`config.mk`:
```
export PLATFORM = sky130hd
export DESIGN_NAME = fmrv32im_plic_prio
export DESIGN_NICKNAME = d
export VERILOG_FILES = /design/src/rtl/fmrv32im_plic_prio.sv
export SDC_FILE = /design/constraint.sdc
export NUM_CORES = 1
export LEC_CHECK = 0
export CAP_MARGIN = 30
export CORE_ASPECT_RATIO = 0.5
export CORE_MARGIN = 2
export CORE_UTILIZATION = 40
export CTS_CLUSTER_DIAMETER = 60
export DETAILED_ROUTE_END_ITERATION = 16
export MAX_ROUTING_LAYER = met4
export PLACE_DENSITY = 0.63
export SYNTH_ARGS = -nofsm -noshare
export SYNTH_HDL_FRONTEND = slang
export SYNTH_SLANG_ARGS = --single-unit
```
`constraint.sdc`:
```
create_clock -name CLK -period 62.3 [get_ports CLK]
set_input_delay 6.23 -clock CLK [delete_from_list [all_inputs] [get_ports CLK]]
set_output_delay 6.23 -clock CLK [all_outputs]
set_load 0.01 [all_outputs]
```
`src/rtl/fmrv32im_plic_prio.sv`:
```
// Priority interrupt controller: per-source pending/enable/edge/priority
// registers, threshold, highest-priority arbitration and claim/complete.
// Ports: CLK, RST (sync, active-high); BUS_WE/BUS_RE/BUS_ADDR/BUS_WDATA
// register access with combinational BUS_RDATA; INT_IN sources (bit i is
// ID i+1); INT_OUT registered request to the core.
// Build option: define PLIC_INPUT_SYNC_EN to add a two-flop input
// synchroniser (adds 2 cycles of INT_IN-to-INT_OUT latency).
module fmrv32im_plic_prio #(
    parameter int NUM_SRC = 32,
    parameter int PRIO_W  = 3
) (
    input  logic               CLK,
    input  logic               RST,
    input  logic               BUS_WE,
    input  logic               BUS_RE,
    input  logic [5:0]         BUS_ADDR,
    input  logic [31:0]        BUS_WDATA,
    output logic [31:0]        BUS_RDATA,
    input  logic [NUM_SRC-1:0] INT_IN,
    output logic               INT_OUT
);

    localparam logic [5:0] A_PEND  = 6'h00;
    localparam logic [5:0] A_EN    = 6'h01;
    localparam logic [5:0] A_EDGE  = 6'h02;
    localparam logic [5:0] A_THR   = 6'h03;
    localparam logic [5:0] A_CLAIM = 6'h04;

    logic [NUM_SRC-1:0] pending;
    logic [NUM_SRC-1:0] enable;
    logic [NUM_SRC-1:0] edge_cfg;
    logic [NUM_SRC-1:0] in_service;
    logic [NUM_SRC-1:0] int_prev;
    logic [PRIO_W-1:0]  threshold;
    logic [PRIO_W-1:0]  prio [NUM_SRC];
    logic [5:0]         best_q;
    logic               int_out_q;

    logic [NUM_SRC-1:0] src;
    logic [NUM_SRC-1:0] claim_mask;
    logic [NUM_SRC-1:0] comp_mask;
    logic [NUM_SRC-1:0] w1c_mask;
    logic [NUM_SRC-1:0] set_mask;
    logic [NUM_SRC-1:0] elig;
    logic [5:0]         best_d;
    logic [PRIO_W-1:0]  best_p;

    logic sel_pend;
    logic sel_en;
    logic sel_edge;
    logic sel_thr;
    logic sel_claim;
    logic sel_prio;
    logic claim;

`ifdef PLIC_INPUT_SYNC_EN
    logic [NUM_SRC-1:0] sync1;
    logic [NUM_SRC-1:0] sync2;

    always_ff @(posedge CLK) begin
        if (RST) begin
            sync1 <= '0;
            sync2 <= '0;
        end else begin
            sync1 <= INT_IN;
            sync2 <= sync1;
        end
    end

    assign src = sync2;
`else
    assign src = INT_IN;
`endif

    assign sel_pend  = (BUS_ADDR == A_PEND);
    assign sel_en    = (BUS_ADDR == A_EN);
    assign sel_edge  = (BUS_ADDR == A_EDGE);
    assign sel_thr   = (BUS_ADDR == A_THR);
    assign sel_claim = (BUS_ADDR == A_CLAIM);
    assign sel_prio  = BUS_ADDR[5];

    // A claim only takes effect when it actually returns an ID.
    assign claim = BUS_RE && sel_claim && (best_q != 6'd0);

    always_comb begin
        claim_mask = '0;
        comp_mask  = '0;
        for (int i = 0; i < NUM_SRC; i++) begin
            claim_mask[i] = claim && (best_q == 6'(i + 1));
            // IDs 0 and > NUM_SRC never match any bit.
            comp_mask[i] = BUS_WE && sel_claim
                         && (BUS_WDATA == 32'(i + 1));
        end
    end

    assign w1c_mask = {NUM_SRC{BUS_WE && sel_pend}}
                    & BUS_WDATA[NUM_SRC-1:0];

    // Edge sources may re-pend while in service; level sources are held
    // off from the moment they are claimed until completed.
    assign set_mask = (edge_cfg & src & ~int_prev)
                    | (~edge_cfg & src & ~in_service & ~claim_mask);

    // The source being claimed now is dropped so the next claim never
    // returns the same ID. Strict '>' keeps ties on the lowest ID.
    always_comb begin
        elig   = '0;
        best_d = '0;
        best_p = '0;
        for (int i = 0; i < NUM_SRC; i++) begin
            elig[i] = pending[i] && enable[i] && !in_service[i]
                    && !claim_mask[i] && (prio[i] > threshold);
            if (elig[i] && (prio[i] > best_p)) begin
                best_d = 6'(i + 1);
                best_p = prio[i];
            end
        end
    end

    always_comb begin
        BUS_RDATA = '0;
        unique case (1'b1)
            sel_pend:  BUS_RDATA[NUM_SRC-1:0] = pending;
            sel_en:    BUS_RDATA[NUM_SRC-1:0] = enable;
            sel_edge:  BUS_RDATA[NUM_SRC-1:0] = edge_cfg;
            sel_thr:   BUS_RDATA[PRIO_W-1:0]  = threshold;
            sel_claim: BUS_RDATA[5:0]         = best_q;
            sel_prio: begin
                for (int i = 0; i < NUM_SRC; i++) begin
                    if (BUS_ADDR[4:0] == 5'(i)) begin
                        BUS_RDATA[PRIO_W-1:0] = prio[i];
                    end
                end
            end
            default: ;
        endcase
    end

    always_ff @(posedge CLK) begin
        if (RST) begin
            pending    <= '0;
            enable     <= '0;
            edge_cfg   <= '0;
            in_service <= '0;
            int_prev   <= '0;
            threshold  <= '0;
            best_q     <= '0;
            int_out_q  <= 1'b0;
            for (int i = 0; i < NUM_SRC; i++) begin
                prio[i] <= '0;
            end
        end else begin
            // Sets win over W1C and claim clears.
            pending <= (pending & ~w1c_mask & ~claim_mask) | set_mask;
            // Complete before claim: a same-ID pair leaves it in service.
            in_service <= (in_service & ~comp_mask) | claim_mask;
            int_prev   <= src;
            if (BUS_WE && sel_en) begin
                enable <= BUS_WDATA[NUM_SRC-1:0];
            end
            if (BUS_WE && sel_edge) begin
                edge_cfg <= BUS_WDATA[NUM_SRC-1:0];
            end
            if (BUS_WE && sel_thr) begin
                threshold <= BUS_WDATA[PRIO_W-1:0];
            end
            for (int i = 0; i < NUM_SRC; i++) begin
                if (BUS_WE && sel_prio && (BUS_ADDR[4:0] == 5'(i))) begin
                    prio[i] <= BUS_WDATA[PRIO_W-1:0];
                end
            end
            best_q    <= best_d;
            int_out_q <= (best_d != 6'd0);
        end
    end

    assign INT_OUT = int_out_q;

endmodule

```
==> results of run 1 <==
-- final cells by class --
type | instances | area [um^2] | area share
tap | 638 | 798 | 0.0368
clock buffer | 39 | 847 | 0.0390
antenna | 1 | 2.50 | 0.000115
sequential | 266 | 6290 | 0.290
timing repair buffer | 135 | 1280 | 0.0589
multi-input combinational | 1930 | 12000 | 0.552
inverter | 99 | 372 | 0.0171
clock inverter | 14 | 135 | 0.00622
-- routing by layer --
| metal | share of wire | track usage | wire [um] |
|---|---|---|---|
| met2 | 0.43 | 0.441 | 30400 |
| met4 | 0.031 | 0.0813 | 2190 |
| met5 | 0 | - | 0 |
| met1 | 0.45 | 0.405 | 31900 |
| met3 | 0.097 | 0.0508 | 6920 |
-- power by group through the flow --
stage               clock network [mW]  registers [mW]  logic, mW
finish                           0.181           0.196     0.0545
global route                     0.189           0.197     0.0596
CTS                              0.182           0.196     0.0535
detailed placement                   0           0.199     0.0532
global placement                     0           0.199     0.0524
floorplan                            0           0.196     0.0333
-- cell usage in the layout, fill, tap and decap left out, drive strengths merged, types with 32 or more instances in the layout --
master,n
a21oi,209
mux2i,50
edfxtp,96
nor3,40
and2,39
o21ai,97
nor2,328
inv,105
nor2b,68
nand3,69
clkdlybuf4s50,103
nand2,361
buf,32
clkbuf,39
ha,137
dfxtp,170
-- flip-flops by register name, summed over array words and instances (netlist names) --
signal / count
enable: 32
pending: 32
best_q: 6
in_service: 32
threshold: 3
edge_cfg: 32
INT_OUT: 1
prio: 96
int_prev: 32
-- worst min-delay path by stage --
| stage | from | end |
|---|---|---|
| finish | enable[5] | enable[5] |
| global route | enable[4] | enable[4] |
| CTS | enable[5] | enable[5] |
| detailed placement | enable[5] | enable[5] |
| global placement | enable[5] | enable[5] |
| floorplan | enable[0] | enable[0] |
-- kinds of logic after synthesis --
family	share of synthesized area
AOI/OAI and AO/OA	0.219
and+or+nand+nor	0.275
buffers and inverters	0.0389
muxes	0.0424
adders and majority gates	0.0934
DFF	0.331
-- worst max-delay path: cells and delay by family --
family,cells,cell delay [ns]
muxes,8,2.75
AOI/OAI and AO/OA,84,19.08
adders and majority gates,35,9.90
and+or+nand+nor,89,13.71
buffers and inverters,7,1.39
-- stage by stage --
stage               cells  hold slack, ns
finish               3122           0.475
global route         3122           0.494
CTS                  3121           0.473
detailed placement   3068           0.464
global placement     3067           0.459
floorplan            2390           0.446
==> results list, run 1 <==
* Clock power share: 0.419
- Termination of the worst setup path: INT_OUT
- Number of iterations in the first detailed-routing pass: 6
* Max-capacitance violation count: 0
- In this run, synthesis inferred 96 flip-flops with an integrated enable.
* CP max-delay cell: sky130_fd_sc_hd__clkdlybuf4s50_1
- STA classifies the critical path endpoint as a flop.
- First-pass GRT wire length: 107 mm
* Layout cell share with drive strength beyond 1: 0.0628
- The mapped netlist covers 19000 um^2.
* Reg-to-Reg End: INT_OUT
- Yosys attributes the largest share of cell area to sky130_fd_sc_hd__dfxtp_1 18%, sky130_fd_sc_hd__edfxtp_1 15%, sky130_fd_sc_hd__ha_1 9.0%, sky130_fd_sc_hd__nand2_1 7.1%, sky130_fd_sc_hd__nor2_1 6.5%.
* Number of vias in the routed layout: 18800
- Post-route clock skew: 0.0181 ns
- The floorplan has 56 rows.
- Cts bufs inserted: 29
- The HPWL after detailed placement is 53.6 mm.
- Cell types with the highest counts after synthesis: 361 x sky130_fd_sc_hd__nand2_1, 327 x sky130_fd_sc_hd__nor2_1, 209 x sky130_fd_sc_hd__a21oi_1
* Setup TNS: 0 ns
- Final standard cell area without fillers: 21700 um^2
- Slew at the pin closest to its max-slew limit: 1.04 ns
- The worst-case IR drop observed on VDD is 0.0208 mV.
* Primary FF master, synth: sky130_fd_sc_hd__dfxtp_1
- TritonCTS built the clock tree.
- The final layout contains 2672 nets.
- PnR worst setup slack: 9.66 ns
- CTS built an H-tree with a depth of 1.
- Antenna violations before repair: 1
* Worst-case reg-to-reg path depth: 223
* Upper clock frequency limit: 0.0190 GHz
- Entering global routing, the biggest net connects 75 pins.
- At the worst endpoint, the arrival time is 53.06 ns.
- Final total power: 431 uW
* Cell chosen for the clock root: sky130_fd_sc_hd__clkbuf_16
- Sinks on Clock Net: 266
- The startpoint identified for the worst register-to-register timing path is threshold[2].
- The share of the Yosys chip area taken by registers is 0.331.
- Measured along the y axis, the die boundary spans 158 um.
- Sum of overflow across all layers after global routing: 0
- Aggregate global-route resource usage: 0.293
* Share of the clock period used by the worst path: 0.845
- Of the total power, the share spent switching nets is 0.281.
- Most used cell along the critical path: sky130_fd_sc_hd__ha_1
* Die area: 49300 um^2
* Yosys warns: 0
- The number of global-route vias before repair came to 17100.
- Final count of pins violating max slew: 0
* Static Leakage: 8.31 nW
- Fill cells in the final layout number 4634.
- Post-CTS setup buffer count: 0
* Final hold violation count: 0
- The clock reaches the later pin of the worst-skew pair after 0.60 ns.
* Result of the run: finished clean
- Worst Setup Slack post-DPL: 9.91 ns
- Cell Pwr Density: 19.9 nW/um^2
- The number of gates resized after CTS was 0.
- Starting density of the core: 0.405
- Core Footprint: 46900 um^2
- Relative contribution of sequential cells to total power: 0.454
* Share of flip-flops with an asynchronous set or reset after synthesis: 0
* CP startpoint kind: input pin
- Setup violations remaining at the end of the flow were counted as 0.
* Number of unique standard cell types used by synthesis: 97
- Along the worst path, the maximum fanout reaches 17.
* Die Wd: 312 um
- Setup slack of the worst register-to-register path: 15.97 ns
- The most common cell in the synthesized netlist is sky130_fd_sc_hd__nand2_1.
- The worst hold path was traced through 2 stages.
* Cell type contributing the most total cell area after synthesis: sky130_fd_sc_hd__dfxtp_1
- Syn avg cell area: 7.94 um^2
* Worst setup path class: input pin to flop
* Residual antenna-violating net count after detailed routing: 0
* Area share of the largest cell type after synthesis: 0.179
* Combinational share of power: 0.126
- Period minus WS final: 52.64 ns
* Min-delay worst type: flop to flop
* Core occupancy in the finished layout: 0.463
- Dividing the detail-routed wire length by the instance count gives 22.9 um.
- Tracing the worst setup path back leads to its startpoint at BUS_ADDR[4].
- Final wirelength: 71.4 mm
- Once placement finished, the instance area stood at 20700 um^2.
- Initial DRC count: 2193
* Number of buffers inserted by hold repair at cts: 0
* Synthesis-stage register bit count: 266
- Net switching power: 121 uW
* Count of port buffers added during placement: 106
* Unrepaired setup endpoints after global routing: no
- Synthesis handed over a netlist of 2390 instances.
- Relative to the synthesized area, the layout overhead comes to 14.3%.
* Number of I/O pins: 107
- Number of DRC violations after detailed routing: 0
* Required time worst endpoint: 62.72 ns
- The internal portion of the total power is 310 uW.
* Routability congestion estimate from global placement: 0.972
- The largest single stage delay on the critical path is 0.88 ns.
- Relative max-transition margin: 0.286
- Syn nets: 2601
* Buffer depth of the longest clock path: 3
- Clock transition at path regs: 0.06 ns
- DR vias/cell: 6.04
Power figures use the tool's default switching activity.
==> inputs of run 2 (changes only) <==
--- a/config.mk
+++ b/config.mk
@@ -12,7 +12,7 @@
 export CTS_CLUSTER_DIAMETER = 60
 export DETAILED_ROUTE_END_ITERATION = 16
 export MAX_ROUTING_LAYER = met4
-export PLACE_DENSITY = 0.63
+export PLACE_DENSITY = 0.65
 export SYNTH_ARGS = -nofsm -noshare
 export SYNTH_HDL_FRONTEND = slang
 export SYNTH_SLANG_ARGS = --single-unit
==> constraint.sdc (replaced) <==
create_clock -name CLK -period 48 [get_ports CLK]
set_input_delay 4.8 -clock CLK [delete_from_list [all_inputs] [get_ports CLK]]
set_output_delay 4.8 -clock CLK [all_outputs]
set_load 0.01 [all_outputs]
==> run 2 against run 1 <==
Die area stayed put. Non-clock buffer count is 66 higher. Flip-flop and latch count stayed put. Register-to-register slack worse by 11 ns. Routed wire length is 1.4% higher. First-iteration DRC count is 13% higher. Worst setup slack worse by 8.0 ns. Critical path depth is 10 higher. Global-route usage is 0.37 points lower. Clock skew is 0.00096 ns lower. Cell area is 4.9% higher. Hold slack worse by 0.0019 ns.
==> results list, run 2 (synthesis results as in run 1) <==
* Result of the run: finished clean
- The buffer depth of the longest clock path is 3 (unchanged).
* Final hold violation count: 0 (unchanged)
* Residual antenna-violating net count after detailed routing: 0 (unchanged)
- The total I/O pin count was 107 (unchanged).
- Leaving out fill and tap cells, the most frequent cell in the layout is sky130_fd_sc_hd__nand2_1.
* Max-capacitance violation count: 0 (unchanged)
* Aggregate global-route resource usage: 0.290 (-0.00368)
- Post-route clock skew: 0.0171 ns (-0.000961 ns)
- Wire length per cell after detailed routing: 22.7 um (-0.67%)
- Most used cell along the critical path: sky130_fd_sc_hd__ha_1
- Clock latency reported for the late side of the worst-skew pair: 0.59 ns (about the same)
* Starting density of the core: 0.405 (unchanged)
- FILL cells: 4575 (-1.3%)
* Routability congestion estimate from global placement: 1.03 (+5.5%)
- The slowest stage of the critical path is the sky130_fd_sc_hd__nor4_4 cell.
- The first-pass iteration count of the detailed router came to 6 (unchanged).
- The worst setup path is captured at a flop.
* Crit path arrival time: 46.90 ns (-6.16 ns)
- First-pass GRT wire length: 106 mm (-0.86%)
- Worst Hold Endpoint: enable[27]
- The worst setup path is of the input pin to flop kind.
- Post-layout instance count excluding filler cells: 3187 (+2.1%)
* Final count of pins violating max slew: 0 (unchanged)
- From synthesis to final layout, the design area changed by 19.9%.
- The number of clock sinks seen by CTS is 266 (unchanged).
- Static Leakage: 8.77 nW (+5.5%)
- Final count of negative-setup-slack endpoints: 0 (unchanged)
* Setup slack of the worst register-to-register path: 5.00 ns (-10.97 ns)
- Clock transition at path regs: 0.06 ns (about the same)
- Antenna violations before repair: 0 (-1)
- The area of the die is 49300 um^2 (unchanged).
- Peak supply drop: 0.0255 mV (+22%)
- The number of placement rows came to 56 (unchanged).
* Required time worst endpoint: 48.51 ns (-14.21 ns)
- The width of the chip came to 312 um (unchanged).
* PnR worst setup slack: 1.61 ns (-8.05 ns)
- The depth of the most critical reg-to-reg path came to 233 (+4.5%).
- Layout cell share with drive strength beyond 1: 0.118 (+0.0553)
- The number of vias per cell came to 6.15 (+1.8%).
- The worst register-to-register path ends at INT_OUT.
- Initial DRC count: 2481 (+13%)
- The total via count in the routed design was 19600 (+4.0%).
* Final wirelength: 72.4 mm (+1.4%)
* Worst Hold Path Cells: 2 (unchanged)
- Clock tree synthesis selected as its root buffer the cell sky130_fd_sc_hd__clkbuf_16.
- More flip-flops sit in one register than any other, and that register is prio.
- Core Footprint: 46900 um^2 (unchanged)
* Sum of overflow across all layers after global routing: 0 (unchanged)
- TritonCTS built the clock tree.
* Number of global-route vias before repair: 17300 (+1.1%)
* Final hold slack: 0.473 ns (-0.00186 ns)
- The worst hold path begins at enable[27].
* Share of the clock period used by the worst path: 0.966
- The maximum net fanout on the critical path is 6 (-11).
* Relative max-transition margin: 0.226 (-0.0602)
- Commonest non-fill, non-tap cells in the layout: 357 x sky130_fd_sc_hd__nand2_1, 305 x sky130_fd_sc_hd__nor2_1, 206 x sky130_fd_sc_hd__a21oi_1
- The transition at the pin with the smallest max-transition slack was 1.13 ns (+0.0880 ns).
- The ratio of total power to cell area is 25.0 nW/um^2 (+26%).
- The total number of nets in the final design was 2737 (+2.4%).
- Upper clock frequency limit: 0.0216 GHz
- The die span in y is 158 um (unchanged).
* Largest net degree at the start of global routing: 75 (unchanged)
- Longest individual stage delay on the worst path: 0.42 ns (-0.46 ns)
- The number of I/O port buffers was 106 (unchanged).
* Number of DRC violations after detailed routing: 0 (unchanged)
- CTS H-Tree Depth: 1 (unchanged)
- The number of flip-flops in the largest register is 96 (unchanged).
- Core occupancy in the finished layout: 0.486 (+0.0226)
- The worst register-to-register path begins at threshold[1].
* Final total power: 569 uW (+32%)
- Min-delay worst type: flop to flop
- The total CTS buffers came to 28 (-3.4%).
- The pre-CTS setup slack was -0.984 ns (-10.89 ns).
- The half-perimeter wire length after detailed placement is 53.2 mm (-0.79%).
- STA classifies the critical path startpoint as an input pin.
* Period minus WS final: 46.39 ns
- Cell count after placement: 3085 (+0.55%)
run 2: cell count changes in the layout (fill, tap and decap cells not counted), moves of 5 or more:
cell	delta
sky130_fd_sc_hd__clkdlybuf4s50_1	-5
sky130_fd_sc_hd__o21ai_1	+5
sky130_fd_sc_hd__buf_4	+63
sky130_fd_sc_hd__nor2_4	+6
sky130_fd_sc_hd__a211oi_1	-6
sky130_fd_sc_hd__and2_4	+5
sky130_fd_sc_hd__o21ai_0	-6
sky130_fd_sc_hd__nor2_2	+14
sky130_fd_sc_hd__and2_1	-6
sky130_fd_sc_hd__a211oi_2	+5
sky130_fd_sc_hd__nor2_1	-20
run 2: worst max path at each step:
stage | start | to | slack, ns | depth (start not counted)
2_1_floorplan | BUS_ADDR[4] | INT_OUT | 3.03 | 229
3_3_place_gp | BUS_RE | best_q[4] | 0.34 | 224
3_5_place_dp | BUS_ADDR[5] | INT_OUT | -0.98 | 224
4_1_cts | BUS_ADDR[5] | INT_OUT | 0.07 | 230
5_1_grt | BUS_ADDR[5] | INT_OUT | -0.82 | 235
6_report | BUS_ADDR[5] | INT_OUT | 1.61 | 233
run 2: layout make-up:
cell class / instances / area [um^2] / share of cell area
flip-flops and latches: 266 / 6290 / 0.276
multi-input cells: 1930 / 12500 / 0.551
repair buffers: 201 / 1780 / 0.0781
well taps: 638 / 798 / 0.0351
inverters: 99 / 372 / 0.0163
clock inverters: 14 / 174 / 0.00764
diodes: 1 / 2.50 / 0.000110
clock buffers: 38 / 822 / 0.0361
run 2: where the power goes:
part           internal (mW)  total [mW]  switching, mW
clock                  0.137       0.240          0.102
combinational         0.0305      0.0749         0.0444
sequential             0.243       0.255         0.0114
run 2: worst max-delay path: cells and delay by family:
kind | cells | cell delay [ns]
AOI/OAI and AO/OA | 83 | 14.74
and+or+nand+nor | 95 | 13.09
adders and majority gates | 35 | 9.98
muxes | 9 | 2.91
buffers and inverters | 11 | 1.31
run 2: per-layer routing:
metal | part of all wire | vias to the layer above | global-route usage
met2 | 0.44 | 988 | 0.451
met3 | 0.095 | 157 | 0.0360
li1 | - | 8966 | -
met5 | 0 | - | -
met4 | 0.031 | 0 | 0.0804
met1 | 0.43 | 9478 | 0.397
run 2: timing repair:
item,CTS,global route
endpoints found under the setup margin,7,7
gates cloned,0,1
hold buffers,0,0
pin swaps,0,68
resized for setup,13,113
buffers inserted,1,47
run 2: per-stage QoR:
step | instance area, um^2 | setup TNS [ns]
global placement | 20800 | 0
CTS | 21900 | 0
floorplan | 19000 | 0
global route | 22800 | -5.23
finish | 22800 | 0
detailed placement | 20900 | -6.40
==> inputs of run 3 (changes only) <==
--- a/config.mk
+++ b/config.mk
@@ -13,6 +13,7 @@
 export DETAILED_ROUTE_END_ITERATION = 16
 export MAX_ROUTING_LAYER = met4
 export PLACE_DENSITY = 0.65
+export SLEW_MARGIN = 20
 export SYNTH_ARGS = -nofsm -noshare
 export SYNTH_HDL_FRONTEND = slang
 export SYNTH_SLANG_ARGS = --single-unit
==> run 3 against run 2 <==
First-iteration DRC count decreased by 2.2%. Critical path type unchanged. Cell count decreased by 0.31%. Flip-flop and latch count unchanged. Fmax about the same. Worst setup slack improved by 0.020 ns. Sequential power about the same. Combinational power decreased by 1%. Highest routed layer unchanged. Sequential share of layout area increased by 0.28 points. Critical endpoint unchanged. Register-to-register slack improved by 0.09 ns. Hold slack improved by 0.0018 ns. Clock-buffer cell count increased by 6. Critical path depth decreased by 2.
==> results list, run 3 (synthesis results as in run 1) <==
- The run finished with clean final reports.
- The cell family contributing the most delay on the critical path is compound AO/OA/AOI/OAI gates.
- Longest individual stage delay on the worst path: 0.40 ns (-0.02 ns)
- The number of max-cap violations was 0 (unchanged).
* Starting density of the core: 0.405 (unchanged)
- Aggregate global-route resource usage: 0.289 (-0.000745)
* Residual antenna-violating net count after detailed routing: 0 (unchanged)
- Peak supply drop: 0.0251 mV (-1.8%)
- Sum of overflow across all layers after global routing: 0 (unchanged)
- First-pass GRT wire length: 106 mm (about the same)
- The slowest stage of the critical path is the sky130_fd_sc_hd__nor4_4 cell.
* FILL cells: 4551 (-0.52%)
- Wire length per cell after detailed routing: 22.8 um (+0.28%)
- Worst Path Max Fanout: 8 (+2)
- Cell Pwr Density: 24.4 nW/um^2 (-2.3%)
* Number of vias in the routed layout: 19600 (-0.12%)
- Slew at the pin closest to its max-slew limit: 1.01 ns (-0.119 ns)
- CP startpoint kind: input pin
* Die H: 158 um (unchanged)
- The shortest clock period the worst path allows after layout is 46.37 ns (-0.0203 ns).
- The number of placed instances with taps included was 3084 (-0.032%).
* # rows: 56 (unchanged)
- Relative max-transition margin: 0.325 (+0.0991)
- Total stage count of the critical path: 231 (-0.86%)
- Area occupied by multi-input gates: 12400 um^2 (-0.93%)
* Post-route clock skew: 0.0207 ns (+0.00364 ns)
- The sequential standard cell area is 6290 um^2 (unchanged).
* Core Footprint: 46900 um^2 (unchanged)
- Count of port buffers added during placement: 106 (unchanged)
- Final total power: 551 uW (-3.2%)
* Routability congestion estimate from global placement: 1.03 (unchanged)
- The wire length after detailed routing came to 72.4 mm (about the same).
- Setup slack of the worst register-to-register path: 5.09 ns (+0.09 ns)
* CTS tree: built
* Buffer depth of the longest clock path: 3 (unchanged)
* Clock latency reported for the late side of the worst-skew pair: 0.59 ns (about the same)
- Cell chosen for the clock root: sky130_fd_sc_hd__clkbuf_16
- The highest clock rate was 0.0216 GHz (about the same).
- Crit path arrival time: 46.80 ns (-0.10 ns)
- The startpoint identified for the worst register-to-register timing path is threshold[1].
- The critical path is of the input pin to flop type.
- The tightest min-delay check is of the flop to flop type.
* DR vias/cell: 6.16 (+0.19%)
- Number of global-route vias before repair: 17400 (+0.19%)
- Number of flip-flops under the largest register name: 96 (unchanged)
* Worst path bufs/invs: 13 (+2)
- The number of antenna cells inserted came to 0 (-1).
- The number of hold-slack violations in the final timing report is 0 (unchanged).
* Register containing the most flip-flops in the final layout: prio
* Number of DRC violations after detailed routing: 0 (unchanged)
- The total CTS buffers was 28 (unchanged).
- Sinks on Clock Net: 266 (unchanged)
- Initial DRC count: 2426 (-2.2%)
- The half-perimeter wire length after detailed placement is 53.2 mm (about the same).
- # nets final: 2731 (-0.22%)
- The critical path data required time came to 48.43 ns (-0.08 ns).
- The number of cells in the finished layout apart from fillers came to 3177 (-0.31%).
- Worst Hold Path Cells: 2 (unchanged)
- Die area: 49300 um^2 (unchanged)
- The library cell used most frequently in the layout, excluding fill and tap cells, is sky130_fd_sc_hd__nand2_1.
- Layout cell share with drive strength beyond 1: 0.111 (-0.00667)
- Largest net degree at the start of global routing: 75 (unchanged)
* Most used cell along the critical path: sky130_fd_sc_hd__ha_1
- STA classifies the critical path endpoint as a flop.
- Number of I/O pins: 107 (unchanged)
- Share of the clock period used by the worst path: 0.966 (about the same)
- Worst-case reg-to-reg path depth: 231 (-0.86%)
- Die Wd: 312 um (unchanged)
- Worst Hold Endpoint: enable[27]
- The number of antenna violations at the first check in global routing is 0 (unchanged).
- CTS H-Tree Depth: 1 (unchanged)
- The static leakage came to 8.71 nW (-0.69%).
- The startpoint identified for the worst hold timing path is enable[27].
- Final count of negative-setup-slack endpoints: 0 (unchanged)
- Commonest non-fill, non-tap cells in the layout: 357 x sky130_fd_sc_hd__nand2_1, 311 x sky130_fd_sc_hd__nor2_1, 206 x sky130_fd_sc_hd__a21oi_1
* Clock transition at path regs: 0.07 ns (about the same)
- In this run the critical register-to-register path is captured at INT_OUT.
* Number of iterations in the first detailed-routing pass: 6 (unchanged)
- The setup total negative slack is 0 ns (unchanged).
* Synth-to-Final Area Change: 18.7%
- Final count of pins violating max slew: 0 (unchanged)
[run 3: changes by cell type in the layout (fill, tap and decap cells not counted), moves of 4 or more]
cell,before,now
sky130_fd_sc_hd__nor2_1,305,311
sky130_fd_sc_hd__buf_4,93,88
sky130_fd_sc_hd__a31oi_2,0,4
sky130_fd_sc_hd__clkbuf_8,2,9
[run 3: timing repair]
action	in CTS	in global routing
endpoints found under the setup margin	7	7
resized for setup	12	91
buffers inserted	0	43
pin swaps	0	47
hold buffers	0	0
[run 3: worst max path at each step]
stage / slack, ns / end / from
after floorplan: 3.03 / INT_OUT / BUS_ADDR[4]
after global placement: 0.34 / best_q[4] / BUS_RE
after detailed placement: -1.00 / INT_OUT / BUS_RE
after CTS: 0.01 / INT_OUT / BUS_RE
after global routing: -0.69 / INT_OUT / BUS_ADDR[5]
final: 1.63 / INT_OUT / BUS_ADDR[5]
[run 3: layer usage]
layer / part of all wire / track usage
met2: 0.44 / 0.446
met3: 0.10 / 0.0449
met4: 0.032 / 0.0849
met5: 0 / -
met1: 0.43 / 0.391
[run 3: report_power, final]
| part | switching, mW | internal [mW] |
|---|---|---|
| clock | 0.0972 | 0.125 |
| combinational | 0.0439 | 0.0299 |
| sequential | 0.0113 | 0.243 |
[run 3: worst register-to-register path: cells and delay by family (launching register included)]
family | cells | cell delay [ns]
adders and majority gates | 36 | 10.39
buffers and inverters | 13 | 1.81
DFF | 1 | 0.32
AOI/OAI and AO/OA | 84 | 14.62
muxes | 9 | 2.71
and+or+nand+nor | 89 | 12.84
[run 3: stage by stage]
| stage | hold slack [ns] | setup WS, ns | cell area [um^2] | utilization |
|---|---|---|---|---|
| 3_5_place_dp | 0.464 | -1.00 | 20900 | 0.445 |
| 2_1_floorplan | 0.446 | 3.03 | 19000 | - |
| 3_3_place_gp | 0.460 | 0.336 | 20800 | 0.444 |
| 5_1_grt | 0.493 | -0.685 | 22500 | 0.481 |
| 4_1_cts | 0.472 | 0.0105 | 21800 | 0.466 |
| 6_report | 0.475 | 1.63 | 22500 | 0.481 |
[run 3: final cells by class]
type,instances,share of cell area
clock inverters,5,0.00194
inverters,99,0.0165
flip-flops and latches,266,0.279
repair buffers,195,0.0773
well taps,638,0.0354
clock buffers,44,0.0389
multi-input cells,1930,0.551
